### src/rtl/dmem_arb_pkg.sv
// Shared types and constants for the data-memory arbiter.
package dmem_arb_pkg;
    localparam int ARB_WAIT_W     = 4;
    localparam int DEF_ADDR_WIDTH = 32;
    localparam int DEF_DATA_WIDTH = 32;
    localparam int DEF_MAX_WAIT   = 4;

    typedef enum logic {
        S_RUN,
        S_HALTED
    } arb_state_t;
endpackage

### src/rtl/arb_wait_counter.sv
// Saturating wait counter: clear has priority over increment, holds at MAX_WAIT.
module arb_wait_counter
    import dmem_arb_pkg::*;
#(
    parameter int MAX_WAIT = DEF_MAX_WAIT
) (
    input  logic                  clk,
    input  logic                  rst,
    input  logic                  inc_i,
    input  logic                  clr_i,
    output logic [ARB_WAIT_W-1:0] cnt_o,
    output logic                  at_max_o
);
    localparam logic [ARB_WAIT_W-1:0] LIMIT = ARB_WAIT_W'(MAX_WAIT);

    logic [ARB_WAIT_W-1:0] cnt_q, cnt_d;

    assign at_max_o = (cnt_q == LIMIT);
    assign cnt_o    = cnt_q;

    always_comb begin
        cnt_d = cnt_q;
        if (clr_i)
            cnt_d = '0;
        else if (inc_i && !at_max_o)
            cnt_d = cnt_q + 1'b1;
    end

    always_ff @(posedge clk) begin
        if (rst) cnt_q <= '0;
        else     cnt_q <= cnt_d;
    end
endmodule

### src/rtl/dmem_arbiter.sv
// Shares the data RAM between the core load/store path and the host port,
// with host-driven halt and a bounded host wait.
module dmem_arbiter
    import dmem_arb_pkg::*;
#(
    parameter int ADDR_WIDTH = DEF_ADDR_WIDTH,
    parameter int DATA_WIDTH = DEF_DATA_WIDTH,
    parameter int MAX_WAIT   = DEF_MAX_WAIT
) (
    input  logic                  clk,
    input  logic                  rst,
    input  logic                  core_req,
    input  logic                  core_we,
    input  logic [ADDR_WIDTH-1:0] core_addr,
    input  logic [DATA_WIDTH-1:0] core_wdata,
    output logic [DATA_WIDTH-1:0] core_rdata,
    output logic                  core_stall,
    input  logic                  host_valid,
    input  logic                  host_we,
    input  logic [ADDR_WIDTH-1:0] host_addr,
    input  logic [DATA_WIDTH-1:0] host_wdata,
    output logic                  host_ready,
    output logic [DATA_WIDTH-1:0] host_rdata,
    output logic                  host_rvalid,
    input  logic                  halt_req,
    output logic                  halted,
    output logic [ADDR_WIDTH-1:0] ram_addr,
    output logic [DATA_WIDTH-1:0] ram_din,
    output logic                  ram_wr_en,
    input  logic [DATA_WIDTH-1:0] ram_dout
);
    arb_state_t            state_q, state_d;
    logic [DATA_WIDTH-1:0] host_rdata_q, host_rdata_d;
    logic                  host_rvalid_q, host_rvalid_d;
    logic                  host_gnt, core_gnt, wait_max;
    logic [ARB_WAIT_W-1:0] wait_cnt;

    assign halted = (state_q == S_HALTED);

    // Core wins contention until the host has lost MAX_WAIT times in a row.
    assign host_gnt = host_valid & (halted | ~core_req | wait_max);
    assign core_gnt = core_req & ~halted & ~host_gnt;

    assign core_stall = halted | (core_req & ~core_gnt);
    assign host_ready = host_gnt;
    assign core_rdata = ram_dout;

    always_comb begin
        ram_addr  = core_addr;
        ram_din   = core_wdata;
        ram_wr_en = 1'b0;
        if (host_gnt) begin
            ram_addr  = host_addr;
            ram_din   = host_wdata;
            ram_wr_en = host_we;
        end else if (core_gnt) begin
            ram_wr_en = core_we;
        end
    end

    arb_wait_counter #(.MAX_WAIT(MAX_WAIT)) u_wait (
        .clk      (clk),
        .rst      (rst),
        .inc_i    (host_valid & ~host_gnt),
        .clr_i    (host_gnt | ~host_valid),
        .cnt_o    (wait_cnt),
        .at_max_o (wait_max)
    );

    always_comb begin
        state_d       = halt_req ? S_HALTED : S_RUN;
        host_rvalid_d = host_gnt & ~host_we;
        host_rdata_d  = host_rdata_q;
        if (host_gnt && !host_we)
            host_rdata_d = ram_dout;
    end

    always_ff @(posedge clk) begin
        if (rst) begin
            state_q       <= S_RUN;
            host_rdata_q  <= '0;
            host_rvalid_q <= 1'b0;
        end else begin
            state_q       <= state_d;
            host_rdata_q  <= host_rdata_d;
            host_rvalid_q <= host_rvalid_d;
        end
    end

    assign host_rdata  = host_rdata_q;
    assign host_rvalid = host_rvalid_q;
endmodule

### config.mk
export PLATFORM = sky130hd
export DESIGN_NAME = dmem_arbiter
export DESIGN_NICKNAME = d
export VERILOG_FILES = /design/src/rtl/dmem_arb_pkg.sv /design/src/rtl/arb_wait_counter.sv /design/src/rtl/dmem_arbiter.sv
export SDC_FILE = /design/constraint.sdc
export NUM_CORES = 1
export LEC_CHECK = 0
export CAP_MARGIN = 0
export CORE_AREA = 2 2 115 117
export CTS_CLUSTER_DIAMETER = 80
export DETAILED_ROUTE_END_ITERATION = 8
export DIE_AREA = 0 0 117 119
export GPL_TIMING_DRIVEN = 0
export PLACE_DENSITY = 0.79
export REMOVE_ABC_BUFFERS = 1
export SKIP_LAST_GASP = 1
export SLEW_MARGIN = 20
export SYNTH_ARGS = -nofsm -noshare
export SYNTH_HDL_FRONTEND = slang
export SYNTH_HIERARCHICAL = 1
export SYNTH_SLANG_ARGS = --single-unit
### constraint.sdc
create_clock -name clk -period 6 [get_ports clk]
set_clock_uncertainty 0.2 [all_clocks]
set_input_delay 0.6 -clock clk [delete_from_list [all_inputs] [get_ports clk]]
set_output_delay 0.6 -clock clk [all_outputs]
set_load 0.03 [all_outputs]
==> summary.txt <==
Synthesis
  – Flops & latches, synth: 38
  – Synth Instances: 280
  – Dominant cells by area after synthesis: dfxtp_1 26%, mux2_4 15%, nand2b_1 14%
  – Synth async-reset ratio: 0%
  – EDFF count, synth: 0
  – Mapped cell area: approximately 3000 µm²
  – Most frequently used flop master after synthesis: dfxtp_1
  – Top-count cell post-synth: nand2b_1
  – Syn_area_per_cell: roughly 11 µm²
  – Synth top cells by count: 65 x nand2b_1, 38 x dfxtp_1, 37 x buf_4
  – Ys Warns: 6
  – Sequential fraction of the synthesis area: between 20% and 30%
  – Yosys top cell area share: between 20% and 30%
  – Area leader, netlist: dfxtp_1
  – Netlist cell types: 31

Route
  – Initial DRC Count: around 110
  – Router iterations before antenna repair: 4
  – WL final: about 13,000 µm
  – Antenna Violating Nets Remaining: 0
  – Detailed-route DRC error count: 0
  – Vias: roughly 3,000
  – Via density: 4.21
  – Routed len/inst: between 15 and 20 µm

Critical path
  – Crit path max fanout: 66
  – CP startpoint: u_wait/cnt_o[0]
  – Worst Setup EP: ram_addr[0]
  – Reg2reg setup slack: 3670 ps
  – Arr. time, crit path: around 3500 ps
  – Crit Path Category: reg2out
  – Setup crit start kind: register
  – Reg-to-Reg End: u_wait/cnt_o[3]
  – FF-to-FF Start: u_wait/cnt_o[0]
  – R2r worst-path depth: 10
  – Crit path cell chain: inv_1 -> ha_1 -> nand3b_1 -> inv_2 -> nor3b_4 -> nand2b_4 -> mux2_2 -> clkdlybuf4s50_1
  – Critical path required time: about 5200 ps
  – CP peak stage delay: roughly 860 ps
  – CP Capture Type: primary output
  – Critical path's slowest cell: nand2b_4

STA
  – Final setup violation count: 0
  – Worst slew margin: between 30% and 40%
  – RSZ-0062 raised after global routing: false
  – Minimum clock period: 4300 ps
  – Max-slew violations: 0
  – Period utilization: a little under three quarters
  – Hold Violations, Final: 0
  – FMAX: 0.232 GHz
  – Worst Tran Pin Value: 1050 ps
  – Smallest hold slack: ~270 ps
  – TNS Setup: 0 ps

Clock network
  – CTS tree: yes
  – Total CTS buffers: 5
  – Number of hold buffers added after CTS: 0
  – CTS Buffer Depth: 2
  – Clk sinks: 38
  – Post-CTS setup buffers: 0
  – Clock root cell: clkbuf_16
  – H-tree Lvls: 2
  – Clock Pin Slew Worst Setup and Hold Paths: approximately 50 ps
  – Clk_lat worst skew: between 200 and 300 ps
  – Cells resized by post-CTS repair: 0

Job
  – Max-capacitance violation count: 0

Global routing
  – Via count of the first global-routing pass: 3,139
  – Grt ovf: 0
  – Initial antenna violation count: 0
  – Largest net degree at the start of global routing: 67
  – First-pass GRT wire length: between 15,000 and 20,000 µm
  – Overall routing resource usage: 16.6%

Hold path
  – Hold path start: host_rdata[3]
  – Worst Hold Class: reg2reg

Floorplan
  – Initial Utilization: 22.9%
  – Full die area: approximately 14,000 µm²
  – Number of cell rows: between 40 and 50
  – Ports: 300
  – Area of the core: between 10,000 and 15,000 µm²
  – Die H: about 120 µm
  – Die W: between 100 and 150 µm

Cells and area
  – Antenna diodes: 0
  – Net count, final: 708
  – Area grow syn2layout: 101%
  – Layout cells sized above 1: 13.6%

Run status
  – Outcome: finished, final reports clean

Placed design
  – GP Congestion: ~0.84
  – Port Buffers: around 300
  – DP HPWL: between 10,000 and 15,000 µm

Power
  – Pwr dens: around 170 nW/µm²
  – Worst vdd ir: around 0.00017 V
  – Static Leakage: roughly 2.3 nW
## cells in the final DEF, fill, tap and decap left out
cell | netlist | layout
mux2_4 | 30 | 30
nand2b_1 | 65 | 65
ha_1 | 2 | 2
nor2_4 | 0 | 1
nand2_1 | 1 | 1
inv_2 | 2 | 2
mux2_2 | 26 | 26
a31o_1 | 1 | 1
nor4_2 | 1 | 1
clkbuf_16 | 0 | 5
nor3b_4 | 1 | 1
nand2b_4 | 1 | 1
nand3b_1 | 2 | 2
dfxtp_1 | 38 | 38
nor4b_2 | 1 | 1
o21ai_1 | 1 | 1
mux2i_1 | 32 | 32
inv_1 | 4 | 4
clkdlybuf4s50_1 | 0 | 298
nand4_2 | 1 | 1
a21o_1 | 1 | 1
a21boi_1 | 2 | 2
nor2b_1 | 1 | 1
buf_2 | 0 | 1
nand3_1 | 3 | 3
mux2_1 | 8 | 8
nor3_1 | 1 | 1
clkbuf_8 | 0 | 1
buf_12 | 4 | 2
a21oi_1 | 2 | 2
o21ai_0 | 1 | 1
nor2_1 | 2 | 2
## metrics by stage
step | total power, mW | util (%) | cell area, µm² | instances | setup WS [ps]
floorplan | 0.468 | - | 2550 | 231 | 2700
global placement | 0.743 | 44.8 | 5760 | 706 | 1530
detailed placement | 0.748 | 45.1 | 5800 | 708 | 1730
CTS | 1.01 | 46.2 | 5940 | 714 | 1680
global route | 1.04 | 46.2 | 5940 | 714 | 1520
finish | 0.999 | 46.2 | 5940 | 714 | 1700
## critical path: cells and delay by family (launching register included)
kind	cells	cell delay (ps)
buffers and inverters	3	850
flip-flops	1	390
adder cells (fa/ha/maj)	1	210
AND/OR/NAND/NOR	3	1310
multiplexers	1	430
## kinds of logic after synthesis
| kind of cell | count (synthesis) | synth area share [%] |
|---|---|---|
| buffers and inverters | 55 | 14.3 |
| muxes | 96 | 39.1 |
| DFF | 38 | 25.8 |
| adders and majority gates | 2 | 0.848 |
| and+or+nand+nor | 81 | 18.2 |
| AOI/OAI and AO/OA | 8 | 1.74 |
## how the worst min path moves through the flow
stage / slack [ps] / depth (start not counted) / end
4_1_cts: 280 / 2 / host_rdata[3]
3_5_place_dp: 260 / 2 / host_rdata[3]
3_3_place_gp: 260 / 2 / host_rdata[18]
2_1_floorplan: 280 / 1 / u_wait/cnt_o[3]
5_1_grt: 300 / 2 / host_rdata[25]
6_report: 270 / 2 / host_rdata[3]
## state kept, by name, indices dropped and copies added, names as in the netlist
| signal | cells |
|---|---|
| host_rdata | 32 |
| u_wait/cnt_o | 4 |
| halted | 1 |
| host_rvalid | 1 |
## power breakdown
group	leakage, nW	switching (mW)	internal, mW	total [mW]
sequential	0.309	0.00580	0.262	0.268
combinational	1.89	0.219	0.256	0.475
clock	0.0688	0.0953	0.160	0.256
## per-layer routing
metal	GRT usage [%]	wire, µm	vias to the layer above	part of all wire, %
li1	-	-	1430	-
met1	18.4	4780	1377	38
met2	28.4	5940	179	47
met3	5.85	1410	23	11
met4	7.21	462	0	3.7
met5	0	0	-	0
## layout make-up
class / count / area, µm²
fillers: 1203 / 6930
repair buffers: 301 / 3030
multi-input cells: 187 / 1770
flip-flops and latches: 38 / 761
well taps: 176 / 220
clock buffers: 6 / 139
inverters: 6 / 22.5
Note: power is estimated with default switching activity, not from simulation.
